### src/rtl/jogo_memoria_pkg.sv
`default_nettype none
// +----------------------------------------------------------------------------+
// | Module      : jogo_memoria_pkg                                             |
// | Description : Shared state codes, LFSR taps and bit helpers for the        |
// |               sequence-memory game core.                                   |
// | Revision    : 1.0 - initial parametrised release                           |
// +----------------------------------------------------------------------------+
package jogo_memoria_pkg;

  // State codes are visible on db_estado, so every value is pinned explicitly.
  typedef enum logic [4:0] {
    INICIAL     = 5'h00,
    PREPARA     = 5'h01,
    MOSTRA      = 5'h02,
    INTERVALO   = 5'h03,
    ESPERA      = 5'h04,
    COMPARA     = 5'h05,
    PROX_JOGADA = 5'h06,
    PROX_RODADA = 5'h07,
    ESCREVE     = 5'h08,
    ESPERA_ESC  = 5'h09,
    FIM_GANHOU  = 5'h0A,
    FIM_PERDEU  = 5'h0B,
    FIM_TIMEOUT = 5'h0C
  } estado_t;

  // x^16 + x^14 + x^13 + x^11 + 1 -> register bits 15, 13, 12, 10.
  localparam logic [15:0] c_LFSR_TAPS = 16'hB400;

  // Number of set bits; used to reject multi-button presses.
  function automatic int unsigned popcount(input logic [31:0] v);
    int unsigned n;
    n = 0;
    for (int i = 0; i < 32; i++) n = n + {31'd0, v[i]};
    return n;
  endfunction

  // Index to one-hot; callers truncate to their button count.
  function automatic logic [31:0] onehot(input logic [4:0] idx);
    return 32'd1 << idx;
  endfunction

  // Lowest set bit position of a press vector.
  function automatic logic [4:0] indice(input logic [31:0] v);
    logic [4:0] r;
    r = '0;
    for (int i = 31; i >= 0; i--) if (v[i]) r = 5'(i);
    return r;
  endfunction

endpackage
`default_nettype wire

### src/rtl/jogo_memoria_lfsr.sv
`default_nettype none
// +----------------------------------------------------------------------------+
// | Module      : jogo_memoria_lfsr                                            |
// | Description : Free-running 16-bit Fibonacci LFSR that feeds the random     |
// |               sequence; restarts from SEMENTE on reset.                    |
// | Revision    : 1.0 - initial parametrised release                           |
// +----------------------------------------------------------------------------+
module jogo_memoria_lfsr
  import jogo_memoria_pkg::*;
#(
  parameter logic [15:0] SEMENTE = 16'hACE1
) (
  input  logic        clock,
  input  logic        reset,
  output logic [15:0] lfsr
);

  logic [15:0] r_lfsr;
  logic        w_fb;

  assign w_fb = ^(r_lfsr & c_LFSR_TAPS);

  // Shift every clock so the moment the player presses jogar picks the sequence.
  always_ff @(posedge clock or negedge reset) begin
    if (!reset) r_lfsr <= SEMENTE;
    else        r_lfsr <= {r_lfsr[14:0], w_fb};
  end

  assign lfsr = r_lfsr;

endmodule
`default_nettype wire

### src/rtl/jogo_memoria_param.sv
`default_nettype none
// +----------------------------------------------------------------------------+
// | Module      : jogo_memoria_param                                           |
// | Description : Parametrised Simon-style game core: plays back a growing     |
// |               sequence, checks presses, flags win / loss / timeout, and    |
// |               supports a player-written (desafio) sequence mode.           |
// | Revision    : 1.0 - initial parametrised release                           |
// +----------------------------------------------------------------------------+
module jogo_memoria_param
  import jogo_memoria_pkg::*;
#(
  parameter int          N_BOTOES       = 4,
  parameter int          PROFUNDIDADE   = 16,
  parameter int          LED_CICLOS     = 1000,
  parameter int          TIMEOUT_CICLOS = 5000,
  parameter logic [15:0] SEMENTE        = 16'hACE1
) (
  input  logic                            clock,
  input  logic                            reset,
  input  logic                            jogar,
  input  logic [1:0]                      configuracao,
  input  logic [N_BOTOES-1:0]             botoes,
  output logic [N_BOTOES-1:0]             leds,
  output logic                            pronto,
  output logic                            ganhou,
  output logic                            perdeu,
  output logic                            timeout,
  output logic [4:0]                      db_estado,
  output logic [$clog2(PROFUNDIDADE)-1:0] db_rodada
);

  localparam int c_IDX_W   = $clog2(N_BOTOES);
  localparam int c_ADDR_W  = $clog2(PROFUNDIDADE);
  localparam int c_TMR_MAX = (TIMEOUT_CICLOS > LED_CICLOS) ? TIMEOUT_CICLOS : LED_CICLOS;
  localparam int c_TMR_W   = $clog2(c_TMR_MAX + 1);

  localparam logic [c_TMR_W-1:0]  c_LED_FIM   = c_TMR_W'(LED_CICLOS - 1);
  localparam logic [c_TMR_W-1:0]  c_GAP_FIM   = c_TMR_W'(LED_CICLOS / 2 - 1);
  localparam logic [c_TMR_W-1:0]  c_TO_FIM    = c_TMR_W'(TIMEOUT_CICLOS - 1);
  localparam logic [c_ADDR_W-1:0] c_PROF_FIM  = c_ADDR_W'(PROFUNDIDADE - 1);
  localparam logic [c_ADDR_W-1:0] c_CURTO_FIM = c_ADDR_W'(PROFUNDIDADE / 4 - 1);

  estado_t              r_estado, w_prox;
  logic [c_TMR_W-1:0]   r_timer;
  logic [c_ADDR_W-1:0]  r_addr, r_rodada, r_limite;
  logic                 r_desafio;
  logic [N_BOTOES-1:0]  r_botoes, r_botoes_ant, r_press;
  logic [c_IDX_W-1:0]   r_mem [PROFUNDIDADE];

  logic [15:0]          w_lfsr;
  logic [c_IDX_W-1:0]   w_lfsr_idx, w_idx_press, w_mem_wdata;
  logic [c_ADDR_W-1:0]  w_mem_waddr;
  logic [N_BOTOES-1:0]  w_led_mem;
  logic                 w_jogada, w_multi_press, w_multi_botoes;
  logic                 w_timer_inc, w_timer_clr, w_addr_inc, w_addr_clr;
  logic                 w_rodada_inc, w_iniciar, w_captura, w_mem_we;

  jogo_memoria_lfsr #(.SEMENTE(SEMENTE)) u_lfsr (
    .clock (clock),
    .reset (reset),
    .lfsr  (w_lfsr)
  );

  assign w_lfsr_idx     = c_IDX_W'(w_lfsr % 16'(N_BOTOES));
  assign w_jogada       = (r_botoes != '0) && (r_botoes_ant == '0);
  assign w_multi_press  = popcount(32'(r_press)) > 32'd1;
  assign w_multi_botoes = popcount(32'(r_botoes)) > 32'd1;
  assign w_idx_press    = c_IDX_W'(indice(32'(r_press)));
  assign w_led_mem      = N_BOTOES'(onehot(5'(r_mem[r_addr])));

  // Single register stage on the buttons plus a history copy for edge detection.
  always_ff @(posedge clock or negedge reset) begin
    if (!reset) begin
      r_botoes     <= '0;
      r_botoes_ant <= '0;
    end else begin
      r_botoes     <= botoes;
      r_botoes_ant <= r_botoes;
    end
  end

  // State register.
  always_ff @(posedge clock or negedge reset) begin
    if (!reset) r_estado <= INICIAL;
    else        r_estado <= w_prox;
  end

  // Next-state, datapath strobes and led drive.
  always_comb begin
    w_prox       = r_estado;
    w_timer_inc  = 1'b0;
    w_timer_clr  = 1'b0;
    w_addr_inc   = 1'b0;
    w_addr_clr   = 1'b0;
    w_rodada_inc = 1'b0;
    w_iniciar    = 1'b0;
    w_captura    = 1'b0;
    w_mem_we     = 1'b0;
    w_mem_waddr  = r_addr;
    w_mem_wdata  = w_lfsr_idx;
    leds         = '0;
    case (r_estado)
      INICIAL, FIM_GANHOU, FIM_PERDEU, FIM_TIMEOUT: begin
        if (jogar) begin
          w_prox    = PREPARA;
          w_iniciar = 1'b1;
        end
      end
      PREPARA: begin
        // Desafio seeds only the first entry; the player writes the rest.
        w_mem_we = 1'b1;
        if (r_desafio || (r_addr == c_PROF_FIM)) begin
          w_prox      = MOSTRA;
          w_addr_clr  = 1'b1;
          w_timer_clr = 1'b1;
        end else begin
          w_addr_inc = 1'b1;
        end
      end
      MOSTRA: begin
        leds = w_led_mem;
        if (r_timer == c_LED_FIM) begin
          w_prox      = INTERVALO;
          w_timer_clr = 1'b1;
        end else begin
          w_timer_inc = 1'b1;
        end
      end
      INTERVALO: begin
        if (r_timer == c_GAP_FIM) begin
          w_timer_clr = 1'b1;
          if (r_addr == r_rodada) begin
            w_prox     = ESPERA;
            w_addr_clr = 1'b1;
          end else begin
            w_prox     = MOSTRA;
            w_addr_inc = 1'b1;
          end
        end else begin
          w_timer_inc = 1'b1;
        end
      end
      ESPERA: begin
        leds = r_botoes;
        // A press landing on the expiry clock still counts.
        if (w_jogada) begin
          w_prox    = COMPARA;
          w_captura = 1'b1;
        end else if (r_timer == c_TO_FIM) begin
          w_prox = FIM_TIMEOUT;
        end else begin
          w_timer_inc = 1'b1;
        end
      end
      COMPARA: begin
        if (w_multi_press || (w_idx_press != r_mem[r_addr])) w_prox = FIM_PERDEU;
        else if (r_addr != r_rodada)                          w_prox = PROX_JOGADA;
        else if (r_rodada == r_limite)                        w_prox = FIM_GANHOU;
        else                                                  w_prox = PROX_RODADA;
      end
      PROX_JOGADA: begin
        w_addr_inc  = 1'b1;
        w_timer_clr = 1'b1;
        w_prox      = ESPERA;
      end
      PROX_RODADA: begin
        w_rodada_inc = 1'b1;
        w_addr_clr   = 1'b1;
        w_timer_clr  = 1'b1;
        w_prox       = r_desafio ? ESPERA_ESC : MOSTRA;
      end
      ESPERA_ESC: begin
        leds = r_botoes;
        if (w_jogada) begin
          if (w_multi_botoes) begin
            w_prox = FIM_PERDEU;
          end else begin
            w_prox    = ESCREVE;
            w_captura = 1'b1;
          end
        end else if (r_timer == c_TO_FIM) begin
          w_prox = FIM_TIMEOUT;
        end else begin
          w_timer_inc = 1'b1;
        end
      end
      ESCREVE: begin
        w_mem_we    = 1'b1;
        w_mem_waddr = r_rodada;
        w_mem_wdata = w_idx_press;
        w_timer_clr = 1'b1;
        w_prox      = MOSTRA;
      end
      default: w_prox = INICIAL;
    endcase
  end

  // Timer, sequence pointer, round counter and per-game configuration.
  always_ff @(posedge clock or negedge reset) begin
    if (!reset) begin
      r_timer   <= '0;
      r_addr    <= '0;
      r_rodada  <= '0;
      r_limite  <= '0;
      r_desafio <= 1'b0;
      r_press   <= '0;
    end else begin
      if (w_iniciar) begin
        r_timer   <= '0;
        r_addr    <= '0;
        r_rodada  <= '0;
        r_desafio <= configuracao[1];
        r_limite  <= configuracao[0] ? c_CURTO_FIM : c_PROF_FIM;
      end else begin
        if (w_timer_clr)      r_timer <= '0;
        else if (w_timer_inc) r_timer <= r_timer + c_TMR_W'(1);
        if (w_addr_clr)       r_addr <= '0;
        else if (w_addr_inc)  r_addr <= r_addr + c_ADDR_W'(1);
        if (w_rodada_inc)     r_rodada <= r_rodada + c_ADDR_W'(1);
      end
      if (w_captura) r_press <= r_botoes;
    end
  end

  // Sequence memory: synchronous write, asynchronous read, contents not reset.
  always_ff @(posedge clock) begin
    if (w_mem_we) r_mem[w_mem_waddr] <= w_mem_wdata;
  end

  assign ganhou    = (r_estado == FIM_GANHOU);
  assign perdeu    = (r_estado == FIM_PERDEU);
  assign timeout   = (r_estado == FIM_TIMEOUT);
  assign pronto    = ganhou | perdeu | timeout;
  assign db_estado = r_estado;
  assign db_rodada = r_rodada;

endmodule
`default_nettype wire

### config.mk
export PLATFORM = sky130hd
export DESIGN_NAME = jogo_memoria_param
export DESIGN_NICKNAME = d
export VERILOG_FILES = /design/src/rtl/jogo_memoria_pkg.sv /design/src/rtl/jogo_memoria_lfsr.sv /design/src/rtl/jogo_memoria_param.sv
export SDC_FILE = /design/constraint.sdc
export NUM_CORES = 1
export LEC_CHECK = 0
export CAP_MARGIN = 0
export CORE_UTILIZATION = 54
export CTS_BUF_LIST = sky130_fd_sc_hd__clkbuf_8 sky130_fd_sc_hd__clkbuf_16
export DETAILED_ROUTE_END_ITERATION = 8
export GPL_ROUTABILITY_DRIVEN = 1
export PLACE_DENSITY = 0.87
export SKIP_LAST_GASP = 1
export SLEW_MARGIN = 40
export SYNTH_ARGS = -nofsm -noshare
export SYNTH_HDL_FRONTEND = slang
export SYNTH_SLANG_ARGS = --single-unit
export TNS_END_PERCENT = 10
### constraint.sdc
create_clock -name clock -period 2.3 [get_ports clock]
set_clock_uncertainty 0.15 [all_clocks]
set_input_delay 0.23 -clock clock [delete_from_list [all_inputs] [get_ports clock]]
set_output_delay 0.23 -clock clock [all_outputs]
set_load 0.01 [all_outputs]
==> results of run 1 <==
==> per-stage QoR <==
step           std cells   util
6_report             641  0.729
5_1_grt              641  0.729
4_1_cts              637  0.702
3_5_place_dp         614  0.669
3_3_place_gp         614  0.669
2_1_floorplan        427      -
==> power breakdown <==
part	switching, uW	internal (uW)
logic	421	421
clock network	671	435
registers	47.7	1670
total	1140	2530
==> flip-flops by register name, indices dropped and copies added (netlist names) <==
name	flops
r_mem	32
db_rodada	4
r_botoes_ant	4
r_limite	2
r_botoes	4
r_addr	4
r_timer	13
r_desafio	1
db_estado	5
u_lfsr.lfsr	16
r_press	4
==> synth_stat cells, types with 4 or more instances <==
master    instances
ha_1              4
edfxtp_1         32
nand3_1           9
mux2i_1           8
a21oi_1          12
mux4_2            4
inv_1            14
o21ai_0          15
nand2_1          32
nor3b_1           4
mux2_2            8
nand3b_1          5
dfstp_2           8
nor3_1            9
a31oi_1           5
clkbuf_1         13
buf_2             6
nor2_1           56
xnor2_1          25
and3_1            7
a211oi_1          8
nand2b_1          7
or4_1             5
dfrtp_1          49
nor2b_1           5
==> routing by layer <==
metal | track usage | up-vias | wire, um
met3 | 0.0539 | 54 | 1210
met2 | 0.460 | 269 | 6460
li1 | - | 1764 | -
met4 | 0.102 | 0 | 486
met5 | 0 | - | 0
met1 | 0.389 | 1979 | 5140
==> layout make-up <==
cell class	instances	area share
Clock inverter	7	0.0131
Timing Repair Buffer	117	0.164
Tap cell	105	0.0218
Sequential cell	89	0.399
Clock buffer	9	0.0206
Multi-Input combinational cell	300	0.373
Inverter	14	0.00873
==> cell usage in the layout (no fill, tap or decap), types with 4 or more instances in the layout <==
master / Yosys / final
a211oi_1: 8 / 7
or4_1: 5 / 4
nand3_1: 9 / 9
nand3b_1: 5 / 5
nor2_1: 56 / 54
nand2_1: 32 / 32
dfstp_2: 8 / 8
o21ai_0: 15 / 13
clkdlybuf4s50_1: 0 / 19
inv_1: 14 / 14
mux2_2: 8 / 6
a31oi_1: 5 / 4
edfxtp_1: 32 / 32
a21oi_1: 12 / 12
nor2b_1: 5 / 4
mux2i_1: 8 / 4
nor3b_1: 4 / 4
mux4_2: 4 / 4
dfrtp_1: 49 / 46
and3_1: 7 / 5
nand2b_1: 7 / 6
buf_4: 3 / 83
xnor2_1: 25 / 23
clkbuf_8: 0 / 9
nor3_1: 9 / 8
buf_2: 6 / 5
==> worst max-delay path by stage <==
stage                     from           end
floorplan           r_timer[3]  db_estado[2]
global placement     r_addr[1]       leds[3]
global route         r_addr[1]  db_estado[0]
detailed placement   r_addr[1]       leds[2]
CTS                  r_addr[0]       leds[1]
finish               r_addr[0]       leds[0]
==> cells by family after synthesis <==
family / share of synthesized area
and+or+nand+nor: 0.188
AOI/OAI and AO/OA: 0.130
buffers and inverters: 0.0368
other: 0.000811
xor gates and xnor gates: 0.0493
muxes: 0.0563
DFF: 0.519
adders and majority gates: 0.0195
==> what timing repair did <==
item                                    in CTS  in global routing
resized for setup                           27                 37
setup buffers                                6                  4
endpoints found under the setup margin      39                 81
hold buffers                                 1                  0
endpoints found under the hold margin       40                  0
pin swaps                                    1                 12
==> impl_results.md, run 1 <==
- Congestion Overflow GR: 0
- Rel. slew slack: 0.642
- FP Rows: 33
- Die Height: 94.5 um
- Top FF cell, synth: dfrtp_1
- Ports: 26
- Share of cells above drive strength 1: 0.328
- Highest clock rate: approximately 0.38 GHz
- RR Endpoint: db_estado[0]
- CP max stage delay: ~0.45 ns
- Area Overhead vs Synth: 30.2%
- Power density cells: 609 mW/mm2
- Mapped Cells: roughly 430
- Syn. warnings: 0
- WP buf/inv: 3
- Clk sinks: 89
- Htree depth: 3
- Fillers: between 500 and 600
- #FFs+latches synth: 89
- Largest net degree at the start of global routing: 26
- Initial DRT Pass Iterations: 6
- Outcome: finished, violations left
- Hold Slack: approximately 0.11 ns
- Sequential share of the synthesized area: 0.519
- Tmin final: around 2.7 ns
- Setup WS pre-CTS: -0.446 ns
- Setup TNS: -6.88 ns
- Maximum vdd ir drop: roughly 0.41 mV
- CTS buffer count: 9
- Die area: just under 0.009 mm2
- Data arrival, critical path: 2.28 ns
- Largest delay share family, worst path: compound AO/OA/AOI/OAI gates
- Final Setup Violations: 74
- Worst hold path class: in2async
- Post-DRT Antenna Nets: 0
- Final Net Count: roughly 550
- Netlist cell types: 75
- Async S/R FF share, synth: 0.640
- Fin. Hold Viols: 0
- PnR worst setup slack: -0.361 ns
- GPL Wtd Cong: about 0.97
- Drt first-iter violations: 499
- Multi-input gate area: about 0.0022 mm2
- RSZ-0062 raised after global routing: yes
- Via count: roughly 4100
- CTS Buffer Depth: 2
- Pins Over Slew Limit: 0
- Mapped cell area: between 0.004 and 0.005 mm2
- Vias per cell: 6.34
- First-pass GRT wire length: 19.0 mm
- R2R depth: 8
- Critical path class: reg2out
- Starting Density: 0.560
- Synth top area cells: dfrtp_1, edfxtp_1, xnor2_1, dfstp_2, nor2_1
- Post-Place Cell Area: approximately 0.0055 mm2
- Cells along the critical path: buf_4 > buf_4 > nand2_1 > a2bb2oi_2 > nand3_1 > o21ai_2 > nor2_1 > a22o_1 > buf_2
- Net Count, Synth: approximately 440
- EDFF count, synth: 32
- Antenna violations before repair: 0
- Clock root cell: clkbuf_8
- CP max FO: 4
- Clk slew on worst S/H paths: roughly 0.11 ns
- CP endpoint kind: output pin
- Leak Pwr: 0.00237 uW
- Syn Area/Cell: between 10 and 15 um2
- Total GRT Usage: 0.286
- Worst-Margin Slew: 0.537 ns
- Core Footprint: 0.00826 mm2
- Total Power: about 3700 uW
- Slowest-stage cell, CP: dfrtp_2
- Die Width: 94.5 um
- Failing checks: setup timing
- I/O Buffers: 25
- Most frequent CP cell: buf_4
- Max Cap Violations: 0
- Reg area: 0.00240 mm2
- Crit path launch type: register
- Worst endpoint required time: around 1.9 ns
- Vias in the first global route: 3759
- R2R setup slack: -0.35 ns
- Skew-Pair Late Insertion Delay: about 0.38 ns
- R2R Path Start: r_addr[1]
- Critical path depth: 9
- Final Cell Area: 0.00602 mm2
- Routed length per instance: slightly above 20 um
- DP HPWL: between 8 and 9 mm
- Post-synth top area share: 0.265
- Fin crit share: 1.16
- Drc violations: 0
- Total wire length: between 10 and 15 mm
- # diodes: 0
- Yosys top cell by area: dfrtp_1
- CTS tree: yes
No activity file was read; power rests on OpenSTA's default activity.
==> run 2, diff against run 1 <==
--- a/config.mk
+++ b/config.mk
@@ -6,11 +6,11 @@
 export NUM_CORES = 1
 export LEC_CHECK = 0
 export CAP_MARGIN = 0
-export CORE_UTILIZATION = 54
+export CORE_UTILIZATION = 25
 export CTS_BUF_LIST = sky130_fd_sc_hd__clkbuf_8 sky130_fd_sc_hd__clkbuf_16
 export DETAILED_ROUTE_END_ITERATION = 8
 export GPL_ROUTABILITY_DRIVEN = 1
-export PLACE_DENSITY = 0.87
+export PLACE_DENSITY = 0.52
 export SKIP_LAST_GASP = 1
 export SLEW_MARGIN = 40
 export SYNTH_ARGS = -nofsm -noshare
==> impl_results.md, run 2 (synthesized netlist as in run 1, its figures left out) <==
- Clock power frac: 0.355 (was 0.302)
- Critical path class: reg2reg (was reg2out)
- Total GRT Usage: 0.134 (was 0.286)
- Vias per cell: 4.75 (was 6.34)
- Data arrival, critical path: 2.53 ns (was 2.28 ns)
- Worst hold path class: in2reg (was in2async)
- Reg area: 0.00240 mm2 (unchanged)
- PnR worst setup slack: -0.152 ns (was -0.361 ns)
- Largest net degree at the start of global routing: 36 (was 26)
- Antenna violations before repair: 0 (unchanged)
- Initial DRT Pass Iterations: 4 (was 6)
- Setup WS pre-CTS: -0.414 ns (was -0.446 ns)
- Rel. slew slack: 0.537 (was 0.642)
- Die Height: 138 um (was 94.5 um)
- Most common cell after layout, fill and taps aside: buf_4 (unchanged)
- Sequential power share: 0.452 (was 0.469)
- Power density cells: 606 mW/mm2 (was 609 mW/mm2)
- Die Width: 138 um (was 94.5 um)
- Worst hold start: botoes[1]
- Drt first-iter violations: 183 (was 499)
- Area Overhead vs Synth: 34.9% (was 30.2%)
- Starting Density: 0.256 (was 0.560)
- Routed length per instance: 15.6 um (was 20.7 um)
- Total wire length: 11.9 mm (was 13.3 mm)
- Top reg by flops: r_mem (unchanged)
- Clk slew on worst S/H paths: 0.06 ns (was 0.11 ns)
- Worst Setup SP: r_addr[1] (was r_addr[0])
- Via count: 3631 (was 4066)
- CP endpoint kind: register (was output pin)
- Skew-Pair Late Insertion Delay: 0.35 ns (was 0.38 ns)
- CTS tree: yes (unchanged)
- Multi-input gate area: 0.00225 mm2 (was 0.00224 mm2)
- Post-Place Cell Area: 0.00572 mm2 (was 0.00553 mm2)
- FP Rows: 49 (was 33)
- Ports: 26 (unchanged)
- Setup TNS: -2.69 ns (was -6.88 ns)
- Fillers: 1829 (was 505)
- CTS Buffer Depth: 2 (unchanged)
- # diodes: 0 (unchanged)
- Leak Pwr: 0.00238 uW (was 0.00237 uW)
- Max reg flops: 32 (unchanged)
- Fin. Hold Viols: 0 (unchanged)
- Crit path launch type: register (unchanged)
- Internal power: 2750 uW (was 2530 uW)
- GPL Wtd Cong: 0.881 (was 0.970)
- Worst endpoint required time: 2.38 ns (was 1.92 ns)
- Pins Over Slew Limit: 0 (unchanged)
- I/O Buffers: 25 (unchanged)
- CTS buffer count: 9 (unchanged)
- Final Setup Violations: 35 (was 74)
- Post-Place Cells: 743 (was 614)
- Commonest cells after routing, fill and taps aside: buf_4, nor2_1, dfrtp_1, nand2_1, edfxtp_1 (unchanged)
- Core Footprint: 0.0180 mm2 (was 0.00826 mm2)
- Htree depth: 3 (unchanged)
- Die area: 0.0190 mm2 (was 0.00893 mm2)
- Tmin final: 2.45 ns (was 2.66 ns)
- Post-DRT Antenna Nets: 0 (unchanged)
- Outcome: finished, violations left (unchanged)
- Clock root cell: clkbuf_16 (was clkbuf_8)
- Worst-Margin Slew: 0.690 ns (was 0.537 ns)
- Clk sinks: 89 (unchanged)
- Combinational share of power: 0.193 (was 0.229)
- Finished Layout Cells: 765 (was 641)
- R2R Path Start: r_addr[1] (unchanged)
- Final Cell Area: 0.00623 mm2 (was 0.00602 mm2)
- Switching share of power: 0.271 (was 0.311)
- P_sw: 1030 uW (was 1140 uW)
- RSZ-0062 raised after global routing: yes (unchanged)
- Maximum vdd ir drop: 0.372 mV (was 0.406 mV)
- Fin crit share: 1.07 (was 1.16)
- Drc violations: 0 (unchanged)
- Highest clock rate: 0.408 GHz (was 0.376 GHz)
- First-pass GRT wire length: 19.0 mm (about the same)
- Congestion Overflow GR: 0 (unchanged)
- Share of cells above drive strength 1: 0.328 (unchanged)
- Final Net Count: 546 (unchanged)
- CP max FO: 6 (was 4)
- Failing checks: setup timing (unchanged)
- Max Cap Violations: 0 (unchanged)
- DP HPWL: 9.01 mm (was 8.31 mm)
- Vias in the first global route: 3709 (was 3759)
[run 2: changes by cell type in the layout (fill, tap and decap cells not counted), sizes merged]
cell / previous run / this run
clkinv: 3 / 0
inv: 18 / 17
clkinvlp: 0 / 4
[run 2: stage by stage]
step           hold slack (ns)  power (uW)   util
2_1_floorplan           -0.216        2050      -
3_3_place_gp             0.129        2340  0.317
3_5_place_dp             0.133        2350  0.317
4_1_cts                  0.166        3760  0.337
5_1_grt                  0.190        3960  0.346
6_report                 0.178        3780  0.346
[run 2: power by group through the flow]
stage	clock network, uW	registers [uW]	logic, uW
finish	1340	1710	730
global route	1460	1710	787
CTS	1390	1710	665
detailed placement	0	1740	604
global placement	0	1740	602
floorplan	0	1730	312
[run 2: repair_timing]
item | in CTS | in global routing
hold buffers | 1 | 0
gates resized for setup | 35 | 28
pin swaps | 2 | 7
buffers inserted | 4 | 2
setup endpoints to repair | 33 | 82
endpoints found under the hold margin | 22 | 0
[run 2: final cells by class]
class,count,area share
inverters,14,0.00843
clock buffers,9,0.0361
repair buffers,117,0.157
multi-input cells,300,0.360
clock inverters,7,0.00743
flip-flops and latches,89,0.385
well taps,229,0.0460
[run 2: worst paths after layout]
kind,endpoint,slack [ns],cells after the start
max in group asynchronous,u_lfsr.lfsr[0],1.05,3
worst min-delay path,r_botoes[1],0.18,1
min in group asynchronous,r_timer[11],0.29,2
worst min register to register,u_lfsr.lfsr[9],0.20,0
worst max-delay path,db_estado[0],-0.15,8
worst max register to register,db_estado[0],-0.15,8
[run 2: routing by layer]
layer  vias to the layer above  global-route usage  routed length [um]
met5                         -                   0                   0
met3                        18              0.0300                 331
li1                       1749                   -                   -
met2                        50               0.232                6010
met4                         0              0.0519                 226
met1                      1814               0.162                5340
[run 2: critical path: stages (launching register included)]
cell,delay (ns)
dfrtp_2,0.43
buf_4,0.13
mux2_2,0.33
a2bb2oi_2,0.14
buf_4,0.14
and3_1,0.13
or4_4,0.46
a2111oi_4,0.35
nor2_1,0.07
==> run 3, diff against run 2 <==
--- a/config.mk
+++ b/config.mk
@@ -11,6 +11,7 @@
 export DETAILED_ROUTE_END_ITERATION = 8
 export GPL_ROUTABILITY_DRIVEN = 1
 export PLACE_DENSITY = 0.52
+export SETUP_SLACK_MARGIN = 0.2
 export SKIP_LAST_GASP = 1
 export SLEW_MARGIN = 40
 export SYNTH_ARGS = -nofsm -noshare
==> impl_results.md, run 3 (synthesized netlist as in run 1, its figures left out) <==
- Outcome: finished, violations left (unchanged)
- Failing checks: setup timing (unchanged)
- Highest clock rate: 0.395 GHz (was 0.408 GHz)
- Pins Over Slew Limit: 0 (unchanged)
- CTS Buffer Depth: 2 (unchanged)
- Worst hold path class: in2reg (unchanged)
- Worst hold start: botoes[2] (was botoes[1])
- Crit path launch type: register (unchanged)
- Antenna violations before repair: 0 (unchanged)
- FP Rows: 49 (unchanged)
- Most common cell after layout, fill and taps aside: buf_4 (unchanged)
- Post-DRT Antenna Nets: 0 (unchanged)
- Fin crit share: 1.10 (was 1.07)
- Core Footprint: 0.0180 mm2 (unchanged)
- Leak Pwr: 0.00241 uW (was 0.00238 uW)
- Die Height: 138 um (unchanged)
- Total Power: 4060 uW (was 3780 uW)
- Ports: 26 (unchanged)
- Max reg flops: 32 (unchanged)
- DP HPWL: 8.86 mm (was 9.01 mm)
- Largest net degree at the start of global routing: 39 (was 36)
- Post-Place Cell Area: 0.00573 mm2 (was 0.00572 mm2)
- Starting Density: 0.256 (unchanged)
- Clock root cell: clkbuf_16 (unchanged)
- CP max FO: 8 (was 6)
- Die area: 0.0190 mm2 (unchanged)
- GPL Wtd Cong: 0.879 (was 0.881)
- Max Cap Violations: 0 (unchanged)
- Power density cells: 649 mW/mm2 (was 606 mW/mm2)
- I/O Buffers: 25 (unchanged)
- R2R depth: 8 (unchanged)
- Finished Layout Cells: 767 (was 765)
- CTS tree: yes (unchanged)
- Initial DRT Pass Iterations: 4 (unchanged)
- Post-Place Cells: 738 (was 743)
- Final Setup Violations: 41 (was 35)
- Commonest cells after routing, fill and taps aside: buf_4, nor2_1, dfrtp_1, nand2_1, edfxtp_1 (unchanged)
- Final Cell Area: 0.00627 mm2 (was 0.00623 mm2)
- Data arrival, critical path: 2.60 ns (was 2.53 ns)
- First-pass GRT wire length: 19.5 mm (was 19.0 mm)
- Hold Path Depth: 1 (unchanged)
- Critical path class: reg2reg (unchanged)
- Drt first-iter violations: 259 (was 183)
- CTS buffer count: 9 (unchanged)
- Worst-Margin Slew: 0.559 ns (was 0.690 ns)
- Maximum vdd ir drop: 0.330 mV (was 0.372 mV)
- WP buf/inv: 2 (unchanged)
- Share of cells above drive strength 1: 0.327 (was 0.328)
- Min-Delay Endpoint: r_botoes[2] (was r_botoes[1])
- Clk sinks: 89 (unchanged)
- Hold Slack: 0.176 ns (was 0.178 ns)
- Largest delay share family, worst path: simple AND/OR/NAND/NOR gates (unchanged)
- # diodes: 0 (unchanged)
- CP max stage delay: 0.51 ns (was 0.46 ns)
- Slowest-stage cell, CP: or4_4 (unchanged)
- Worst endpoint required time: 2.37 ns (was 2.38 ns)
- Via count: 3621 (was 3631)
- Drc violations: 0 (unchanged)
- Fin. Hold Viols: 0 (unchanged)
- Die Width: 138 um (unchanged)
- Clk slew on worst S/H paths: 0.07 ns (was 0.06 ns)
- Top reg by flops: r_mem (unchanged)
- Setup TNS: -3.61 ns (was -2.69 ns)
- Tmin final: 2.53 ns (was 2.45 ns)
- Vias in the first global route: 3751 (was 3709)
- Htree depth: 3 (unchanged)
- PnR worst setup slack: -0.229 ns (was -0.152 ns)
- Routed length per instance: 15.6 um (about the same)
- Total wire length: 12.0 mm (was 11.9 mm)
- CP endpoint kind: register (unchanged)
- Skew-Pair Late Insertion Delay: 0.34 ns (was 0.35 ns)
- Rel. slew slack: 0.627 (was 0.537)
- Area Overhead vs Synth: 35.6% (was 34.9%)
- RR Endpoint: db_estado[0] (unchanged)
- Vias per cell: 4.72 (was 4.75)
- R2R Path Start: r_addr[1] (unchanged)
- R2R setup slack: -0.23 ns (was -0.15 ns)
- Final Net Count: 548 (was 546)
- Cells along the critical path: buf_6 > mux2_4 > a2bb2oi_2 > buf_4 > and3_4 > or4_4 > a2111oi_4 > nor2_1 (was buf_4 > mux2_2 > a2bb2oi_2 > buf_4 > and3_1 > or4_4 > a2111oi_4 > nor2_1)
- RSZ-0062 raised after global routing: yes (unchanged)
- Congestion Overflow GR: 0 (unchanged)
- Total GRT Usage: 0.135 (was 0.134)
[run 3: worst register-to-register path: stages, from the launching register on]
cell and delay, ns:
dfrtp_2 0.49, buf_6 0.16, mux2_4 0.30, a2bb2oi_2 0.14, buf_4 0.14, and3_4 0.15, or4_4 0.51, a2111oi_4 0.30
nor2_1 0.07
[run 3: metrics by stage]
stage	setup slack, ns	utilization
4_1_cts	-0.252	0.343
3_5_place_dp	-0.465	0.318
2_1_floorplan	0.00620	-
5_1_grt	-0.349	0.348
6_report	-0.229	0.348
3_3_place_gp	-0.403	0.318
[run 3: power breakdown]
group	switching, uW	total [uW]	internal [uW]
clock	640	1600	964
combinational	375	753	379
sequential	36.2	1710	1670
[run 3: layout make-up]
cell class	instances	area, um2
clock buffers	9	225
clock inverters	7	100
fillers	1820	11800
inverters	14	52.6
multi-input cells	300	2220
flip-flops and latches	89	2400
well taps	229	287
repair buffers	119	987
[run 3: what timing repair did]
item	in CTS	in global routing
gates resized for setup	35	23
endpoints found under the setup margin	83	101
endpoints found under the hold margin	19	0
buffers inserted	10	2
hold buffers	1	0
pin swaps	4	10
[run 3: worst max path at each step]
stage                startpoint      endpoint  slack [ns]  depth (start not counted)
floorplan           r_timer[11]  db_estado[2]       0.006                          7
global placement      r_addr[1]       leds[3]       -0.40                          7
detailed placement    r_addr[1]       leds[2]       -0.46                          7
CTS                   r_addr[1]  db_estado[0]       -0.25                          8
global route          r_addr[0]       leds[1]       -0.35                          7
finish                r_addr[1]  db_estado[0]       -0.23                          8
[run 3: per-layer routing]
layer	wire length, um	GRT usage	up-vias	share of wire
met2	5910	0.224	57	0.49
met3	283	0.0256	17	0.024
met4	218	0.0435	0	0.018
met5	0	0	-	0
met1	5550	0.175	1790	0.46
li1	-	-	1757	-
